===== config.mk =====
export PLATFORM = sky130hd
export DESIGN_NAME = writeback_stage
export DESIGN_NICKNAME = d
export VERILOG_FILES = /design/src/rtl/odyssey_pkg.sv /design/src/rtl/load_aligner.sv /design/src/rtl/writeback_stage.sv
export SDC_FILE = /design/constraint.sdc
export NUM_CORES = 1
export LEC_CHECK = 0
export CORE_MARGIN = 3
export CORE_UTILIZATION = 48
export CTS_BUF_LIST = sky130_fd_sc_hd__clkbuf_2
export DETAILED_ROUTE_END_ITERATION = 12
export GPL_TIMING_DRIVEN = 0
export PLACE_DENSITY = 0.8
export SYNTH_ARGS = -nofsm -noshare
export SYNTH_HDL_FRONTEND = slang
export SYNTH_SLANG_ARGS = --single-unit

===== constraint.sdc =====
create_clock -name clk -period 2.5 [get_ports clk]
set_input_delay 0.5 -clock clk [delete_from_list [all_inputs] [get_ports clk]]
set_output_delay 0.5 -clock clk [all_outputs]
set_load 0.01 [all_outputs]

===== src/rtl/odyssey_pkg.sv =====
// Shared writeback-stage definitions: load funct3 encodings, FSM states and
// default datapath sizes.
package odyssey_pkg;

  localparam int DEFAULT_DATA_WIDTH     = 32;
  localparam int DEFAULT_LOG2_REGISTERS = 5;

  localparam logic [2:0] F3_LB  = 3'd0;
  localparam logic [2:0] F3_LH  = 3'd1;
  localparam logic [2:0] F3_LW  = 3'd2;
  localparam logic [2:0] F3_LBU = 3'd4;
  localparam logic [2:0] F3_LHU = 3'd5;

  typedef enum logic [0:0] {
    WB_IDLE     = 1'b0,
    WB_WAIT_MEM = 1'b1
  } wb_state_t;

endpackage


===== src/rtl/load_aligner.sv =====
// Combinational load-data alignment: selects byte/half/word from a little-endian
// word, sign- or zero-extends it, and flags misaligned halfword/word accesses.
module load_aligner
  import odyssey_pkg::*;
#(
  parameter int DW = DEFAULT_DATA_WIDTH
) (
  input  logic [2:0]    funct3,
  input  logic [1:0]    addr_lo,
  input  logic [DW-1:0] rdata,
  output logic [DW-1:0] data,
  output logic          misaligned
);

  logic [7:0]  byte_s;
  logic [15:0] half_s;

  // Pick the addressed byte and halfword out of the response word.
  always_comb begin
    byte_s = 8'h00;
    case (addr_lo)
      2'd0:    byte_s = rdata[7:0];
      2'd1:    byte_s = rdata[15:8];
      2'd2:    byte_s = rdata[23:16];
      2'd3:    byte_s = rdata[31:24];
      default: byte_s = rdata[7:0];
    endcase
    if (addr_lo[1]) begin
      half_s = rdata[31:16];
    end else begin
      half_s = rdata[15:0];
    end
  end

  // Extend the selected lane; unknown funct3 encodings behave as LW.
  always_comb begin
    data       = rdata;
    misaligned = 1'b0;
    case (funct3)
      F3_LB: begin
        data       = {{(DW-8){byte_s[7]}}, byte_s};
        misaligned = 1'b0;
      end
      F3_LBU: begin
        data       = {{(DW-8){1'b0}}, byte_s};
        misaligned = 1'b0;
      end
      F3_LH: begin
        data       = {{(DW-16){half_s[15]}}, half_s};
        misaligned = addr_lo[0];
      end
      F3_LHU: begin
        data       = {{(DW-16){1'b0}}, half_s};
        misaligned = addr_lo[0];
      end
      default: begin
        data       = rdata;
        misaligned = (addr_lo != 2'b00);
      end
    endcase
  end

endmodule


===== src/rtl/writeback_stage.sv =====
// Final pipeline stage driving the register-file write port, with one load in
// flight and a retired-instruction counter. Optional bypass outputs: WB_FORWARD_EN.
module writeback_stage
  import odyssey_pkg::*;
#(
  parameter int DATA_WIDTH     = DEFAULT_DATA_WIDTH,
  parameter int LOG2_REGISTERS = DEFAULT_LOG2_REGISTERS,
  parameter int CNT_WIDTH      = 32
) (
  input  logic                      clk,
  input  logic                      rst,
  input  logic                      ex_valid,
  output logic                      ex_ready,
  input  logic [LOG2_REGISTERS-1:0] ex_rd,
  input  logic [DATA_WIDTH-1:0]     ex_result,
  input  logic                      ex_is_load,
  input  logic [2:0]                ex_funct3,
  input  logic [1:0]                ex_addr_lo,
  input  logic                      mem_rvalid,
  input  logic [DATA_WIDTH-1:0]     mem_rdata,
  output logic [LOG2_REGISTERS-1:0] addr_rd,
  output logic [DATA_WIDTH-1:0]     data_rd,
  output logic                      rf_enable,
  output logic                      load_misalign,
`ifdef WB_FORWARD_EN
  output logic                      fwd_valid,
  output logic [LOG2_REGISTERS-1:0] fwd_rd,
  output logic [DATA_WIDTH-1:0]     fwd_data,
  output logic                      fwd_busy,
`endif
  output logic [CNT_WIDTH-1:0]      retired
);

  localparam logic [LOG2_REGISTERS-1:0] RD_ZERO = {LOG2_REGISTERS{1'b0}};
  localparam logic [CNT_WIDTH-1:0]      CNT_ONE = {{(CNT_WIDTH-1){1'b0}}, 1'b1};

  wb_state_t                 state_q, state_d;
  logic [LOG2_REGISTERS-1:0] rd_q, rd_d;
  logic [2:0]                f3_q, f3_d;
  logic [1:0]                alo_q, alo_d;
  logic [LOG2_REGISTERS-1:0] addr_rd_q, addr_rd_d;
  logic [DATA_WIDTH-1:0]     data_rd_q, data_rd_d;
  logic                      rf_enable_q, rf_enable_d;
  logic                      load_misalign_q, load_misalign_d;
  logic [CNT_WIDTH-1:0]      retired_q, retired_d;
  logic [DATA_WIDTH-1:0]     aligned_s;
  logic                      misaligned_s;

  load_aligner #(.DW(DATA_WIDTH)) u_load_aligner (
    .funct3     (f3_q),
    .addr_lo    (alo_q),
    .rdata      (mem_rdata),
    .data       (aligned_s),
    .misaligned (misaligned_s)
  );

  // Held low while reset is asserted so nothing is accepted during reset.
  assign ex_ready = (state_q == WB_IDLE) & rst;

  // Next-state and write-port logic; strobes default low so they pulse once.
  always_comb begin
    state_d         = state_q;
    rd_d            = rd_q;
    f3_d            = f3_q;
    alo_d           = alo_q;
    addr_rd_d       = addr_rd_q;
    data_rd_d       = data_rd_q;
    rf_enable_d     = 1'b0;
    load_misalign_d = 1'b0;
    retired_d       = retired_q;
    case (state_q)
      WB_IDLE: begin
        if (ex_valid && ex_ready) begin
          if (ex_is_load) begin
            rd_d    = ex_rd;
            f3_d    = ex_funct3;
            alo_d   = ex_addr_lo;
            state_d = WB_WAIT_MEM;
          end else begin
            retired_d = retired_q + CNT_ONE;
            if (ex_rd != RD_ZERO) begin
              rf_enable_d = 1'b1;
              addr_rd_d   = ex_rd;
              data_rd_d   = ex_result;
            end else begin
              rf_enable_d = 1'b0;
            end
          end
        end else begin
          state_d = WB_IDLE;
        end
      end
      WB_WAIT_MEM: begin
        if (mem_rvalid) begin
          state_d   = WB_IDLE;
          retired_d = retired_q + CNT_ONE;
          if (misaligned_s) begin
            load_misalign_d = 1'b1;
          end else if (rd_q != RD_ZERO) begin
            rf_enable_d = 1'b1;
            addr_rd_d   = rd_q;
            data_rd_d   = aligned_s;
          end else begin
            rf_enable_d = 1'b0;
          end
        end else begin
          state_d = WB_WAIT_MEM;
        end
      end
      default: begin
        state_d = WB_IDLE;
      end
    endcase
  end

  // State and output registers; reset aborts any load in flight.
  always_ff @(posedge clk or negedge rst) begin
    if (!rst) begin
      state_q         <= WB_IDLE;
      rd_q            <= RD_ZERO;
      f3_q            <= 3'd0;
      alo_q           <= 2'd0;
      addr_rd_q       <= RD_ZERO;
      data_rd_q       <= {DATA_WIDTH{1'b0}};
      rf_enable_q     <= 1'b0;
      load_misalign_q <= 1'b0;
      retired_q       <= {CNT_WIDTH{1'b0}};
    end else begin
      state_q         <= state_d;
      rd_q            <= rd_d;
      f3_q            <= f3_d;
      alo_q           <= alo_d;
      addr_rd_q       <= addr_rd_d;
      data_rd_q       <= data_rd_d;
      rf_enable_q     <= rf_enable_d;
      load_misalign_q <= load_misalign_d;
      retired_q       <= retired_d;
    end
  end

  assign addr_rd       = addr_rd_q;
  assign data_rd       = data_rd_q;
  assign rf_enable     = rf_enable_q;
  assign load_misalign = load_misalign_q;
  assign retired       = retired_q;

`ifdef WB_FORWARD_EN
  assign fwd_valid = rf_enable_q;
  assign fwd_rd    = addr_rd_q;
  assign fwd_data  = data_rd_q;
  assign fwd_busy  = (state_q == WB_WAIT_MEM);
`endif

endmodule


# Yosys cells after proc, flatten, opt, wreduce, memory -nomap -nowiden
# Index checks and enable logic that the tools add are counted.
# word_totals
ff_bits	82
out_inout_bits	72
word_cells	71
# classes
addsub	1
eq_ne	12
muxes	36
n_bitwise	2
reduce_logical	11
# ops
operator	n
$mux 32	9
$pmux 32 s2	2
$pmux 32 s4	1
$add 32x1->32 const B	1
$pmux 8 s4	1
$mux 5	6
$mux 16	1
$mux 1	12
$pmux 5 s2	1
$reduce_bool 5->1	2
$eq 3x3->1 const B	2
$ne 2x1->1 const B	3
$ne 2x2->1 const B	3
$pmux 1 s2	3
$reduce_and 3->1	2
$reduce_and 6->1	1
$eq 2x2->1 const B	2
$reduce_or 2->1	2
$eq 3x1->1 const B	1
$logic_not 3->1	1
$eq 2x1->1 const B	1
$logic_not 2->1	1
$reduce_bool 2->1	1
$and 1x1->1	1
other kinds (2)	2

# Depth between registers and ports, before layout
# Gate-level depths: netlist (run 1).
# depth
ltp_word	7
ltp_mapped	8
depth_no_buf	5

# Cells and area by module
# From an unflattened synthesis (run 1), not the netlist that was laid out.
# unflattened
cells_unflattened	396
hier_area_um2	4555.6
# modules_own_cells
mod	instances	cells_per_inst	area_per_inst_um2	seq_area_each_um2
writeback_stage	1	282	3854.9	2052.0
load_aligner	1	114	700.7	0.0

# Worst setup path after synthesis (run 1)
# Ideal clock, no wire load.
# synth_timing
path_type	input to register
from	input port ex_rd[2]
to	register addr_rd_q[1], in the netlist addr_rd[1]
setup_ns	0.125
arrival_ns	1.943
required_ns	2.375
path_slack_ns	0.432
cell_stages	6
cell_sequence	or4_4 o21a_4 a21oi_4 inv_2 buf_6 mux2_4
# synth_between
elab_chain_cells	3
# synth_lines
item	line_no	source
start: declaration	writeback_stage.sv:14	input logic [LOG2_REGISTERS-1:0] ex_rd,
$reduce_bool 5->1	writeback_stage.sv:81	if (ex_rd != RD_ZERO) begin
$ne 2x1->1 (no line)	n/a	
$reduce_and 6->1 (no line)	n/a	
end signal: assignment	writeback_stage.sv:133	addr_rd_q <= addr_rd_d;
end: declaration	writeback_stage.sv:41	logic [LOG2_REGISTERS-1:0] addr_rd_q, addr_rd_d;
# No other way between the ends.
# A chain may end at the register's enable or synchronous reset.

# Final worst setup path (run 1)
# layout_timing
from	register state_q
to	output port ex_ready
# layout_between
elab_chain_cells	2
# layout_lines
item	line_no	source
start: declaration	writeback_stage.sv:37	wb_state_t state_q, state_d;
start signal: assignment	writeback_stage.sv:129	state_q <= state_d;
$not 1->1 (no line)	n/a	
$and 1x1->1	writeback_stage.sv:58	assign ex_ready = (state_q == WB_IDLE) & rst;
end: declaration	writeback_stage.sv:13	output logic ex_ready,
# No other way between the ends.

==> results of run 1 <==
## path summary, 6_finish.rpt
check / endpoint / start / depth (start not counted) / slack, ns
max: ex_ready / state_q / 2 / 0.15
min: retired[31] / retired[31] / 1 / 0.49
max reg2reg: data_rd[30] / alo_q[1] / 6 / 0.25
min reg2reg: retired[31] / retired[31] / 1 / 0.49
max in group asynchronous: data_rd[6] / rst / 2 / 1.35
min in group asynchronous: data_rd[21] / rst / 2 / 0.61
## metal layers
layer	track usage [%]	part of all wire [%]	vias up
li1	-	-	2066
met1	36.47	42	2193
met2	43.14	49	190
met3	4.762	6.8	23
met4	8.068	1.9	0
met5	0	0	-
## worst max-delay path, delay by kind of cell, from the launching register on
family | cells | cell delay, ns
flip-flops | 1 | 0.50
AND/OR/NAND/NOR | 1 | 0.21
buffers and inverters | 1 | 0.57
## timing repair
action / CTS / global route
hold buffers: 3 / 0
setup endpoints to repair: 0 / 0
hold endpoints to repair: 19 / 0
## area by class of cell
type	instances	share of cell area, %
antenna	1	0.03921
clock inverter	6	0.7646
multi-input combinational	335	36.40
timing repair buffer	154	24.66
buffer	32	2.137
inverter	10	0.5881
tap	126	2.470
sequential	82	32.15
clock buffer	10	0.7842
## power breakdown
group          total (W)  switching (W)  internal [W]
Combinational    0.00185       0.000862      0.000989
Clock           0.000657       0.000509      0.000147
Sequential       0.00188       0.000248       0.00163
## cells in the final DEF (no fill, tap or decap), types with 11 or more instances in the layout
cell | Yosys | final
nand3_1 | 13 | 13
o211ai_1 | 32 | 32
xor2_1 | 12 | 12
mux2_2 | 19 | 19
xnor2_1 | 19 | 19
nand4_1 | 11 | 11
clkbuf_1 | 20 | 20
nor2_1 | 33 | 33
nand2_1 | 55 | 55
dfrtp_1 | 82 | 82
clkdlybuf4s50_1 | 0 | 149
a31oi_1 | 22 | 22
o31ai_1 | 26 | 26
## sequential cells by signal (all words and copies together) (netlist names)
signal,flops
rf_enable,1
state_q,1
f3_q,3
rd_q,5
data_rd,32
addr_rd,5
load_misalign,1
alo_q,2
retired,32
## cell families (layout without fill, tap and decap cells)
kind of cell,Yosys count,after routing,synth area share [%]
compound gates,127,127,21.40
xor+xnor,31,31,5.968
fa+ha+maj,1,1,0.2750
buf+inv,42,212,3.823
flops,82,82,45.10
mux,31,31,7.948
other cells,0,1,0
simple gates,145,145,15.48
## metrics by stage
step / power [W] / hold WS (ns)
after floorplan: 0.002758 / 0.2044
after global placement: 0.003680 / 0.4627
after detailed placement: 0.003740 / 0.4053
after CTS: 0.004399 / 0.4818
after global routing: 0.004655 / 0.4326
final: 0.004386 / 0.4876
==> impl_results.md, run 1 <==
* DRC viols at 0
* Die extent in x at around 100 um
* Area Overhead vs Synth at 40.29%
* Via/cell ratio at between 5 and 6
* Status: complete, no violations
* Root Buffer: clkbuf_2
* TritonCTS clock tree: done
* # clock sinks at slightly above 80
* H-tree levels at 3
* Layout Utilization at between 70 and 80%
* Final setup fails at 0
* Final #Nets at around 700
* Remaining antenna violation count after routing at 0
* Initial antenna violation count at 1
* Post-synth top cells: dfrtp_1 (82), nand2_1 (55), nor2_1 (33), o211ai_1 (32), o31ai_1 (26)
* Sequential share of the synthesized area at between 40 and 50%
* Worst-Skew Late Latency at slightly below 0.6 ns
* DP Wirelength at between 10000 and 15000 um
* P_leak at roughly 2.6 nW
* Final worst setup slack at around 0.15 ns
* RSZ-0062 raised after global routing: no
* Top-Level Pins at ~150
* Routed WL at between 10000 and 15000 um
* Die height at 103.4 um
* Mapped Area at 4549 um^2
* Total CTS buffers at 9
* Placed insts at between 700 and 800
* Yosys reg bits at 82
* Starting Density at between 50% and 60%
* Critical path endpoint category: primary output
* Core Area at 8976 um^2
* CTS max path bufs at 2
* TritonRoute pass-1 iters at 5
* Num rows at 34
* Footprint of the multi-input gates at 2323 um^2
* Worst Setup Path Type: reg2out
* Req. time, crit path at roughly 2.0 ns
* Port-buffer cells at 150
* Max Slew Vio Count at 0
* Tot GR Track Use at about a quarter
* Sequential cell area at between 2000 and 2500 um^2
* Most frequent cell after synthesis: dfrtp_1
* Final Skew at about 0.036 ns
* Detailed router's first-iteration violation count at 257
* Post-synth top area cell: dfrtp_1
* WP data arrival at between 1.5 and 2 ns
* Post-Syn Nets at around 540
* DP Worst Slack at -0.3888 ns
* Die ar. at about 11000 um^2
* GPL Wtd Cong at roughly 0.92
* Postcts setup bufs at 0
* Final min period at 2.346 ns
* Share of the synthesized area in the top cell type at a little under half
* F_max at 0.4262 GHz
* PD cells at just under 700 nW/um^2
* Final hold vios at 0
* Placed Area at about 6200 um^2
* Fillers at about 730
* Fraction of layout cells with a size suffix above 1 at about a tenth
* Setup tns final at 0 ns
* CP Cell Sequence: nor2b_1 > clkdlybuf4s50_1
* Fin crit share at approximately 94%
* Synth warnings at 0
* Syn Area/Cell at a little under 10 um^2
* Gate count after technology mapping at 459
* Fin area at 6382 um^2
* Vias in the first global route at 4287
* Largest cells by area after synthesis: dfrtp_1 (45%), o211ai_1 (5.3%), mux2_2 (4.7%)
* Startpoint types: flop
* Worst slew margin at between 30% and 40%
* Ys flop type: dfrtp_1
* Max Cap Viol at 0
* Clk pin slew, worst setup/hold paths at 0.26 ns
* Largest net degree at the start of global routing at 64
* Via total after detailed routing at 4472
* Number of flops mapped to enable cells by yosys at 0
* First-pass GRT wire length at roughly 22000 um
* Slowest stage delay, CP at 0.57 ns
* Global route total overflow at 0
* Final instance count without filler cells at 756
* Slew @ Worst Pin at 0.8981 ns
* Synth async-reset ratio at between 90% and 100%
* Slowest CP cell: clkdlybuf4s50_1
* CTS resizes at 0
* Hold crit path type: reg2reg
* WL/cell at 18.54 um
* Crit Path Max Fanout at 7
* Distinct cells, synth at 49
* VDD IR-drop max at 376.5 uV
No activity file was read; power rests on OpenSTA's default activity.
==> run 2, diff against run 1 <==
- CORE_UTILIZATION: 48 -> 43
- HOLD_SLACK_MARGIN: not set -> 0.03
- PLACE_DENSITY: 0.8 -> 0.79
- clock period: 2.5 -> 1.9 ns (I/O delays scaled with it)
==> run 2 against run 1 <==
Net effect: power increased by 40%; combinational power increased by 55%; worst hold slack got worse by 0.35 ns; global-route usage increased by 0.61 points; routed wire length increased by 19%; cell count increased by 9.9%; via count increased by 9.0%; clock skew increased by 0.010 ns; critical endpoint is now retired[26]; largest power group is now combinational cells; highest routed layer unchanged.
==> impl_results.md, run 2 (synthesis gave the netlist of run 1 again) <==
* Status: complete, no violations
* Starting Density at between 40 and 50%
* Root Buffer: clkbuf_2
* Clk pwr share at between 10% and 20%
* Critical R2R Launch: retired[1]
* Footprint of the multi-input gates at ~2600 um^2
* Worst slew margin at 63.59%
* P_leak at between 3 and 4 nW
* F_max at 0.5289 GHz
* Req. time, crit path at between 2 and 2.5 ns
* Final setup fails at 0
* CTS max path bufs at 2
* Critical path depth in cells at 6
* Die ar. at ~12000 um^2
* CP endpoint: retired[26]
* Clk pin slew, worst setup/hold paths at roughly 0.27 ns
* Die height at about 110 um
* Final hold vios at 0
* Uppermost routed layer: met4
* Placed Area at 6242 um^2
* Crit Path Max Fanout at 7
* Total CTS buffers at 9
* Port-buffer cells at 150
* # clock sinks at approximately 80
* Initial antenna violation count at 1
* Worst R2R End: retired[26]
* WL/cell at 20.15 um
* Layout Utilization at slightly above 70%
* Slowest CP cell: dfrtp_1
* Startpoint types: flop
* WP data arrival at 2.42 ns
* PD cells at around 840 nW/um^2
* Worst-Skew Late Latency at 0.57 ns
* Commonest cells after routing, fill and taps aside: clkdlybuf4s50_1 (76), dfrtp_1 (74), buf_4 (66)
* Commonest non-fill, non-tap cell in the layout: clkdlybuf4s50_1
* VDD IR-drop max at 452.2 uV
* Num rows at 36
* Switch share at about two fifths
* Final Skew at 0.04635 ns
* Routed WL at about 17000 um
* GPL Wtd Cong at roughly 0.89
* Hold crit path type: in2reg
* Logic pwr share at between 40% and 50%
* Fillers at 748
* TritonCTS clock tree: done
* Met2 wire len at between 8000 and 9000 um
* Die extent in x at approximately 110 um
* Sw power at approximately 0.0023 W
* RSZ-0062 raised after global routing: yes
* Max Slew Vio Count at 0
* Vias in the first global route at 4900
* Sequential Power Share at roughly two fifths
* Pint at around 0.0038 W
* DRC viols at 0
* Detailed router's first-iteration violation count at approximately 420
* Core Area at approximately 10000 um^2
* Via total after detailed routing at slightly below 5000
* Slew @ Worst Pin at about 0.55 ns
* WP buf/inv at 1
* First-pass GRT wire length at roughly 25000 um
* Worst Setup Path Type: reg2reg
* Max Cap Viol at 0
* CP Cell Sequence: buf_4 > ha_1 > nand3_2 > a211o_4 > nor4_1 > xor2_1
* Final #Nets at about 770
* DP Wirelength at around 11000 um
* Slowest stage delay, CP at around 0.43 ns
* Fraction of layout cells with a size suffix above 1 at a little over a quarter
* Remaining antenna violation count after routing at 0
* Tot GR Track Use at 27.23%
* Top-Level Pins at between 150 and 200
* H-tree levels at 3
* DR WL met3 at approximately 1400 um
* Fin area at approximately 7300 um^2
* Area Overhead vs Synth at 60.59%
* Sequential cell area at about 2100 um^2
* Reg2reg path depth at 6
* R2R Setup Slk at between 0.009 and 0.01 ns
* Largest net degree at the start of global routing at 31
* Fin crit share at 99.51%
* Critical path endpoint category: flop
* TritonRoute pass-1 iters at 5
* Final min period at approximately 1.9 ns
* CP top delay family: simple AND/OR/NAND/NOR gates
* Global route total overflow at 0
* Crit path from: retired[1]
* Via/cell ratio at ~5.9
* Met1 wire length at roughly 6600 um
run 2: cell count changes in the layout (fill, tap and decap cells not counted), moves of 11 or more:
| cell | before | now |
|---|---|---|
| dlygate4sd2_1 | 0 | 47 |
| buf_4 | 1 | 66 |
| clkbuf_2 | 10 | 21 |
| dlymetal6s2s_1 | 0 | 25 |
| clkbuf_1 | 20 | 6 |
| clkdlybuf4s50_1 | 149 | 76 |
run 2: worst reg2reg max path, stage by stage, from the launching register on:
cell	delay [ns]
dfrtp_1	0.43
buf_4	0.12
ha_1	0.18
nand3_2	0.16
a211o_4	0.36
nor4_1	0.43
xor2_1	0.18
run 2: metrics by stage:
stage               std cells  hold WS (ns)  setup slack [ns]  total power (W)  TNS [ns]
floorplan                 459       0.08441          -0.04775         0.003629   -0.1433
finish                    831        0.1382          0.009350         0.006141         0
detailed placement        743        0.3156           -0.9193         0.004913    -45.67
CTS                       812       -0.3358          -0.07337         0.005910  -0.08116
global route              831        0.1367          -0.09929         0.006489   -0.5243
global placement          742        0.4608            -3.699         0.004834   -481.74
run 2: worst min-delay path by stage:
stage	startpoint	endpoint	slack, ns	cells after the start
floorplan	rst	addr_rd[0]	0.08	0
global placement	retired[31]	retired[31]	0.46	1
detailed placement	rst	data_rd[16]	0.32	1
CTS	rst	retired[27]	-0.34	1
global route	ex_rd[0]	rd_q[0]	0.14	2
finish	ex_rd[0]	rd_q[0]	0.14	2
run 2: power groups by stage:
stage	registers (W)	logic, W	clock network, W
2_1_floorplan	0.00260	0.00103	0
3_3_place_gp	0.00247	0.00236	0
3_5_place_dp	0.00249	0.00242	0
4_1_cts	0.00240	0.00263	0.000877
5_1_grt	0.00246	0.00308	0.000951
6_report	0.00241	0.00286	0.000871
run 2: final cells by class:
class	count	share of cell area, %
Tap cell	133	2.278
Antenna cell	1	0.03425
Clock buffer	9	0.6165
Sequential cell	82	28.22
Multi-Input combinational cell	335	35.91
Clock inverter	7	0.7193
Buffer	29	2.107
Timing Repair Buffer	225	29.59
Inverter	10	0.5138
run 2: layer usage:
layer  GRT usage [%]  up-vias
met4           10.55        0
met5               0        -
met3           4.855       50
met1           34.63     2358
li1                -     2205
met2           46.05      263
run 2: what timing repair did:
item / in CTS / in global routing
setup buffers: 55 / 12
endpoints found under the hold margin: 38 / 25
pin swaps: 7 / 5
gates cloned: 1 / 0
setup endpoints to repair: 110 / 76
resized for setup: 91 / 75
==> run 3, diff against run 2 <==
- SKIP_CTS_REPAIR_TIMING: not set -> 1
==> run 3 against run 2 <==
Net effect: the run now ends with negative setup slack left; cell count rose by 0.24%; power is 1.5% higher; worst setup slack got worse by 0.18 ns; combinational power about the same; clock-buffer cell count unchanged; clock skew increased by 0.0015 ns; first-iteration DRC count is 4.0% higher; fmax fell by 8.7%; sequential share of layout area fell by 0.50 points; sequential cell count unchanged; critical endpoint is now retired[15]; largest cell class unchanged.
==> impl_results.md, run 3 (synthesis gave the netlist of run 1 again) <==
* Hold crit path type: in2reg
* Final worst setup slack at -0.1705 ns
* Pint at 0.003856 W
* Starting Density at 45.29%
* F_max at 0.4830 GHz
* Top-Level Pins at around 150
* Port-buffer cells at 150
* Clk pwr share at between 10% and 20%
* Hold Crit Depth at 3
* Setup tns final at -0.7966 ns
* Max Cap Viol at 0
* Fillers at around 700
* Max Slew Vio Count at 0
* Detailed router's first-iteration violation count at between 400 and 500
* Vias in the first global route at 4359
* Slew @ Worst Pin at ~0.80 ns
* Global route total overflow at 0
* PD cells at around 830 nW/um^2
* Reg2reg path depth at 6
* Req. time, crit path at roughly 2.4 ns
* Critical path endpoint category: flop
* Routed WL at 17920 um
* Final Skew at around 0.048 ns
* Tot GR Track Use at roughly a quarter
* Final setup fails at 15
* Crit Path Max Fanout at 5
* H-tree levels at 3
* TritonCTS clock tree: done
* Die height at ~110 um
* R2R Setup Slk at -0.17 ns
* # clock sinks at between 80 and 90
* First-pass GRT wire length at 22430 um
* Worst Setup Path Type: reg2reg
* P_leak at between 3 and 4 nW
* GPL Wtd Cong at slightly below 0.9
* Final instance count without filler cells at ~830
* TritonRoute pass-1 iters at 5
* Sequential Power Share at between 30 and 40%
* Fraction of layout cells with a size suffix above 1 at a little over a quarter
* Final hold vios at 0
* Sw power at approximately 0.0024 W
* Fin crit share at 109.0%
* Die extent in x at roughly 110 um
* Clk pin slew, worst setup/hold paths at 0.27 ns
* DP Worst Slack at -0.9193 ns
* Die ar. at between 10000 and 15000 um^2
* Failing checks: negative setup slack
* Area Overhead vs Synth at 64.27%
* Core Area at 10040 um^2
* RSZ-0062 raised after global routing: yes
* Layout Utilization at roughly three quarters
* Final min period at roughly 2.1 ns
* WL/cell at roughly 22 um
* CTS max path bufs at 2
* DRC viols at 0
* Commonest non-fill, non-tap cell in the layout: clkdlybuf4s50_1
* Via/cell ratio at 5.968
* Status: complete, but fails checks
* Final #Nets at approximately 770
* Via total after detailed routing at ~5000
* VDD IR-drop max at 445.8 uV
* Total CTS buffers at 9
* Remaining antenna violation count after routing at 0
* Switch share at 38.12%
* Largest net degree at the start of global routing at 61
* Num rows at 36
* WP data arrival at between 2 and 3 ns
* Initial antenna violation count at 1
* Placed insts at approximately 740
* DP Wirelength at about 11000 um
* Worst-Skew Late Latency at around 0.58 ns
* Startpoint types: flop
* Commonest cells after routing, fill and taps aside: clkdlybuf4s50_1 (80), dlymetal6s2s_1 (69), buf_4 (67)
* Logic pwr share at between 40% and 50%
* Root Buffer: clkbuf_2
* Worst slew margin at 46.47%
-- run 3: cell count changes in the layout (fill, tap and decap cells not counted), sizes merged --
cell,previous run,this run
clkdlybuf4s50,76,80
dlymetal6s2s,25,69
dlygate4sd2,47,0
clkbuf,30,31
bufbuf,1,0
buf,81,82
-- run 3: layout make-up --
cell class / count / area (um^2) / share of cell area (%)
multi-input cells: 335 / 2576 / 34.47
repair buffers: 227 / 2374 / 31.76
flip-flops and latches: 82 / 2072 / 27.72
well taps: 133 / 166.4 / 2.227
plain buffers: 29 / 147.6 / 1.976
clock inverters: 7 / 52.55 / 0.7032
clock buffers: 9 / 45.04 / 0.6027
inverters: 10 / 37.54 / 0.5023
diodes: 1 / 2.502 / 0.03348
-- run 3: worst max-delay path, cell delays in order (launching register included) --
cell and delay [ns]:
dfrtp_1 0.49, nand4_1 0.30, buf_4 0.27, a2111oi_4 0.36
buf_4 0.21, nand4_1 0.15, xnor2_1 0.20
-- run 3: path summary, 6_finish.rpt --
| path | startpoint | endpoint |
|---|---|---|
| worst max-delay path | retired[6] | retired[15] |
| worst min-delay path | ex_result[0] | data_rd[0] |
| worst max register to register | retired[6] | retired[15] |
| worst min register to register | retired[23] | retired[23] |
| max in group asynchronous | rst | f3_q[2] |
| min in group asynchronous | rst | retired[26] |
-- run 3: layer usage --
metal	GRT usage [%]	vias up	routed length (um)
li1	-	2202	-
met1	33.40	2452	7101
met5	0	-	0
met4	7.033	0	458
met3	3.848	47	1307
met2	40.04	270	9054
-- run 3: per-stage QoR --
step / total power (W) / cell area, um^2 / hold WS, ns
finish: 0.006231 / 7473 / 0.3498
global route: 0.006540 / 7473 / 0.3504
CTS: 0.005768 / 6340 / -0.3427
detailed placement: 0.004913 / 6242 / 0.3156
global placement: 0.004834 / 6217 / 0.4608
floorplan: 0.003629 / 4549 / 0.08441
-- run 3: power by group through the flow --
stage	clock [W]	sequential, W	combinational, W
after floorplan	0	0.00260	0.00103
after global placement	0	0.00247	0.00236
after detailed placement	0	0.00249	0.00242
after CTS	0.000877	0.00246	0.00243
after global routing	0.000960	0.00250	0.00308
final	0.000896	0.00246	0.00288
